**src/rtl/jtframe_cen_pkg.sv**
```systemverilog
// Shared ratio constants and helpers for the jtframe fractional clock-enable generators.
package jtframe_cen_pkg;

  localparam int CEN_DIVS_MAX = 8;

  // 48 MHz master clock ratios used by the sound-chip wrappers
  localparam int CEN_48M_3P57_NUM = 105;   // 3.579545 MHz
  localparam int CEN_48M_3P57_DEN = 1408;
  localparam int CEN_48M_1P79_NUM = 105;   // 1.789773 MHz, needs W >= 12
  localparam int CEN_48M_1P79_DEN = 2816;
  localparam int CEN_48M_6M_NUM   = 1;
  localparam int CEN_48M_6M_DEN   = 8;
  localparam int CEN_48M_4M_NUM   = 1;
  localparam int CEN_48M_4M_DEN   = 12;

  function automatic bit cen_cfg_ok(int unsigned num, int unsigned den);
    return (den != 0) && (num <= den);
  endfunction

endpackage

```
**src/rtl/jtframe_cen_div.sv**
```systemverilog
// Power-of-two sub-rate decode: cen[k] fires on every 2^k-th base pulse.
module jtframe_cen_div #(
  parameter int DIVS = 2
) (
  input  logic            clk,
  input  logic            rst,
  input  logic            clr,
  input  logic            base,
  output logic [DIVS-1:0] cen
);

  generate
    if (DIVS == 1) begin : g_single
      always_ff @(posedge clk) begin
        if (rst) cen <= '0;
        else     cen <= base & ~clr;
      end
    end else begin : g_multi
      logic [DIVS-2:0] ph;
      logic [DIVS-1:0] dec;

      assign dec[0] = base;
      // decode uses ph before this pulse increments it
      for (genvar k = 1; k < DIVS; k++) begin : g_dec
        assign dec[k] = base & (&ph[k-1:0]);
      end

      always_ff @(posedge clk) begin
        if (rst || clr) ph <= '0;
        else if (base)  ph <= ph + 1'b1;
      end

      always_ff @(posedge clk) begin
        if (rst) cen <= '0;
        else     cen <= dec;
      end
    end
  endgenerate

endmodule

```
**src/rtl/jtframe_frac_cen.sv**
```systemverilog
// Fractional clock enable: base rate clk*num/den plus halved sub-rates,
// with run-time ratio reload and accumulator corruption recovery.
module jtframe_frac_cen
  import jtframe_cen_pkg::*;
#(
  parameter int W    = 11,
  parameter int NUM  = 105,
  parameter int DEN  = 1408,
  parameter int DIVS = 2
) (
  input  logic            clk,
  input  logic            rst,
  input  logic            hold,
  input  logic            cfg_we,
  input  logic [W-1:0]    cfg_num,
  input  logic [W-1:0]    cfg_den,
  output logic            cfg_ack,
  output logic            cfg_err,
  output logic [DIVS-1:0] cen
);

  logic [W:0]   cnt;
  logic [W-1:0] num, den;
  logic [W:0]   next, lim;
  logic         cfg_ok, corrupt, base, clr;

  assign next   = cnt + {1'b0, num};
  assign lim    = {1'b0, den} + {1'b0, num};
  assign cfg_ok = cen_cfg_ok(int'(cfg_num), int'(cfg_den));

  // A load always wins over accumulation, so a pending pulse is dropped.
  always_comb begin
    base    = 1'b0;
    clr     = 1'b0;
    corrupt = 1'b0;
    if (!rst) begin
      if (cfg_we) begin
        clr = cfg_ok;
      end else if (!hold) begin
        if (cnt >= lim) begin
          corrupt = 1'b1;
          clr     = 1'b1;
        end else if (next >= {1'b0, den}) begin
          base = 1'b1;
        end
      end
    end
  end

  always_ff @(posedge clk) begin
    if (rst) begin
      cnt     <= '0;
      num     <= W'(NUM);
      den     <= W'(DEN);
      cfg_ack <= 1'b0;
      cfg_err <= 1'b0;
    end else begin
      cfg_ack <= 1'b0;
      cfg_err <= 1'b0;
      if (cfg_we) begin
        if (cfg_ok) begin
          num     <= cfg_num;
          den     <= cfg_den;
          cnt     <= '0;
          cfg_ack <= 1'b1;
        end else begin
          cfg_err <= 1'b1;
        end
      end else if (!hold) begin
        if (corrupt) begin
          cnt     <= '0;
          cfg_err <= 1'b1;
        end else if (base) begin
          cnt <= next - {1'b0, den};
        end else begin
          cnt <= next;
        end
      end
    end
  end

  jtframe_cen_div #(.DIVS(DIVS)) u_div (
    .clk  (clk),
    .rst  (rst),
    .clr  (clr),
    .base (base),
    .cen  (cen)
  );

endmodule

```
**config.mk**
```make
export PLATFORM = sky130hd
export DESIGN_NAME = jtframe_frac_cen
export DESIGN_NICKNAME = d
export VERILOG_FILES = /design/src/rtl/jtframe_cen_pkg.sv /design/src/rtl/jtframe_cen_div.sv /design/src/rtl/jtframe_frac_cen.sv
export SDC_FILE = /design/constraint.sdc
export NUM_CORES = 1
export LEC_CHECK = 0
export CAP_MARGIN = 5
export CORE_MARGIN = 2
export CORE_UTILIZATION = 55
export DETAILED_ROUTE_END_ITERATION = 12
export PLACE_DENSITY_LB_ADDON = 0.2
export SLEW_MARGIN = 15
export SYNTH_ARGS = -nofsm -noshare
export SYNTH_HDL_FRONTEND = slang
export SYNTH_SLANG_ARGS = --single-unit
```
**constraint.sdc**
```tcl
create_clock -name clk -period 9.95 [get_ports clk]
set_clock_uncertainty 0.2 [all_clocks]
set_input_delay 1.99 -clock clk [delete_from_list [all_inputs] [get_ports clk]]
set_output_delay 1.99 -clock clk [all_outputs]
set_load 0.01 [all_outputs]
```
==> flow_summary.ini <==
[status]
status = completed

[critical_path]
critical_path_depth = 14
crit_type = reg2reg
crit_chain = ha_1, fa_1, a21o_1, a21oi_1, o21ai_0, a2111oi_0, nor2_1, a311oi_1, ha_1, o21ai_0, o21ai_0, nand2_1, o21ai_0, mux2i_1
reg2reg_depth = 14
endpoint_kind = flop
critPathArrivalTime_ns = 4.69
cpMaxStageDelayCell = a2111oi_0
cp-startpoint = num[0]
worstPathRequired_ns = 9.93
slowest_delay_ns = 0.63
cp.buffers_inverters = 0
r2r_end = u_div.g_multi.ph
worstSetupEndpoint = u_div.g_multi.ph
cp-start-kind = flop
crit_family = compound AO/OA/AOI/OAI gates
r2r_slack_ns = 5.24
crit_fanout = 18
worstReg2RegStart = num[0]
crit_top_cell = o21ai_0

[pwr]
p_sw_frac = 0.481
ir_drop_mv = 0.142
leakagePower_nw = 1.89
pwr-share-clk = 0.117
power_density_nw_per_um2 = 272
total_power_mw = 1.13
p_switching_mw = 0.546
p_int_mw = 0.589
comb_power_share = 0.688
power_frac_seq = 0.195

[clock_network]
cts_tree = yes
cts_buffer_depth = 2
numCtsBuffers = 5
insertion_delay_ns = 0.30
clock-sinks = 39
cts_hold_buf = 0
cts_setup_buffers = 0
ctsResizeCount = 0
path_clk_slew_ns = 0.08
htreeDepth = 2
root_buffer = clkbuf_8

[global_routing]
grt_max_degree = 22
grt_use_total = 0.264
grt_overflow_total = 0
grt_pass1_vias = 3341
grt_pass1_wl_mm = 15.8
antenna_found_initial = 0

[floorplan]
fp.dieW_um = 86.0
dieArea_um2 = 7400
io_pins = 30
rows = 29
initial_core_util = 0.576
coreArea_um2 = 6420
dieHeight_um = 86.0

[placement]
dpl.hpwl_mm = 7.66
portBuffers = 29
place.gp.congestion = 0.902

[yosys]
synth_cells = 450
synth_seq_area_share = 0.211
synth_edf_count = 0
netlist_top_cells_area = dfxtp_1 (21%), ha_1 (19%), mux2i_1 (5.4%), inv_1 (4.7%), a21oi_1 (3.7%)
yosysTopAreaCell = dfxtp_1
yosys_warnings = 0
syn-cell-area_um2 = 3700
syn_nets = 535
yosysUniqueCellTypes = 61
synthArstFlopShare = 0
synth.avg_cell_area_um2 = 8.22
synth_top_area_frac = 0.211
synth-seq-cells = 39
synth-main-ff-cell = dfxtp_1

[cells_and_area]
antenna_cells = 0
fillCellCount = 552
synthToLayoutAreaGrowth_pct = 12.8
nets = 563
drive_gt1_frac = 0.0376

[sta]
worst_pin_slew_ns = 0.902
period_needed_ns = 4.71
slew_viol_final = 0
rsz0062_at_grt = no
fmax_ghz = 0.212
slew_headroom = 0.397
tns_ns = 0
period_share = 0.474
setup_viol = 0
hold_viol_final = 0

[min_path]
hp-class = reg2reg

[detailed_routing]
wirelength_mm = 9.43
viasPerCell = 6.32
dr.pass1.iters = 5
vias = 3516
antenna_left = 0
drt-wirelength-per-cell_um = 17.0
drtIter0Drc = 209
drc_errors = 0

[job]
drv_cap = 0
-- worst reg2reg max path, cell delays in order, from the launching register on --
cell and delay [ns]:
dfxtp_1 0.35, ha_1 0.23, fa_1 0.41, a21o_1 0.17, a21oi_1 0.24, o21ai_0 0.18, a2111oi_0 0.63, nor2_1 0.17
a311oi_1 0.34, ha_1 0.28, o21ai_0 0.25, o21ai_0 0.15, nand2_1 0.50, o21ai_0 0.32, mux2i_1 0.18
-- cells in the final DEF (no fill, tap or decap), types with 3 or more instances in the layout --
cell             instances
ha_1                    56
inv_1                   46
dfxtp_1                 39
nor2_1                  34
clkdlybuf4s50_1         29
a21oi_1                 27
nand2_1                 21
mux2i_1                 20
nor3_1                  18
o21ai_0                 17
xnor2_1                 13
o211ai_1                12
a21o_1                  10
o21a_1                  10
nand3_1                  9
nand4_1                  9
nor4_1                   7
or3_1                    6
xor2_1                   6
a211oi_1                 5
and3_1                   5
nand2b_1                 5
o221ai_1                 5
clkbuf_8                 5
a2111o_1                 4
o2111ai_1                4
buf_4                    4
nor2b_1                  3
o32ai_1                  3
fa_1                     3
-- cell usage after synthesis (all sizes together), types with 10 or more instances --
| cell type | count |
|---|---|
| nand2 | 21 |
| mux2i | 20 |
| nor3 | 18 |
| nor2 | 34 |
| xnor2 | 13 |
| o21a | 10 |
| o21ai | 19 |
| inv | 46 |
| ha | 56 |
| a21oi | 27 |
| o211ai | 12 |
| a21o | 10 |
| dfxtp | 39 |
-- worst min path at each step --
stage               depth (start not counted)                to        startpoint
global route                                2            cnt[5]            cnt[5]
global placement                            1  u_div.g_multi.ph  u_div.g_multi.ph
detailed placement                          2            cnt[5]            cnt[5]
CTS                                         2            cnt[5]            cnt[5]
finish                                      1  u_div.g_multi.ph  u_div.g_multi.ph
floorplan                                   1  u_div.g_multi.ph  u_div.g_multi.ph
-- sequential cells by signal, summed over array words and instances (netlist names) --
| name | cells |
|---|---|
| cnt | 12 |
| cfg_err | 1 |
| num | 11 |
| u_div.cen | 2 |
| den | 11 |
| u_div.g_multi.ph | 1 |
| cfg_ack | 1 |
-- logic make-up (layout without fill, tap and decap cells) --
logic type / after synthesis / in the layout / synth area share
AOI/OAI and AO/OA: 123 / 123 / 0.237
DFF: 39 / 39 / 0.211
xor gates and xnor gates: 19 / 19 / 0.0450
muxes: 21 / 21 / 0.0572
buffers and inverters: 59 / 88 / 0.0649
and+or+nand+nor: 130 / 130 / 0.179
adders and majority gates: 59 / 59 / 0.206
-- power by group through the flow --
stage | combinational (mW) | sequential [mW] | clock, mW
final | 0.781 | 0.221 | 0.133
after CTS | 0.767 | 0.220 | 0.135
after detailed placement | 0.762 | 0.223 | 0
after global routing | 0.877 | 0.223 | 0.141
after global placement | 0.737 | 0.223 | 0
after floorplan | 0.598 | 0.212 | 0
-- metrics by stage --
stage | util | std cells | setup WS (ns) | instance area [um2] | hold WS (ns)
global placement | 0.632 | 548 | 5.11 | 4060 | 0.270
finish | 0.650 | 556 | 5.24 | 4170 | 0.317
detailed placement | 0.632 | 548 | 5.00 | 4060 | 0.292
CTS | 0.650 | 556 | 5.27 | 4170 | 0.303
global route | 0.650 | 556 | 4.71 | 4170 | 0.316
floorplan | - | 450 | 5.80 | 3700 | 0.225
-- cell type report --
cell class	count	area (um2)	share of cell area
multi-input cells	352	2690	0.644
flip-flops and latches	39	781	0.187
repair buffers	33	320	0.0768
inverters	47	176	0.0423
well taps	77	96.3	0.0231
clock buffers	5	68.8	0.0165
clock inverters	3	43.8	0.0105
-- routing by layer --
layer,track usage,wire length (um),vias to the layer above
met1,0.362,4460,1660
met3,0.0337,421,21
met2,0.426,4290,90
met5,0,0,-
li1,-,-,1745
met4,0.0924,261,0
(Power assumes the default switching activity.)
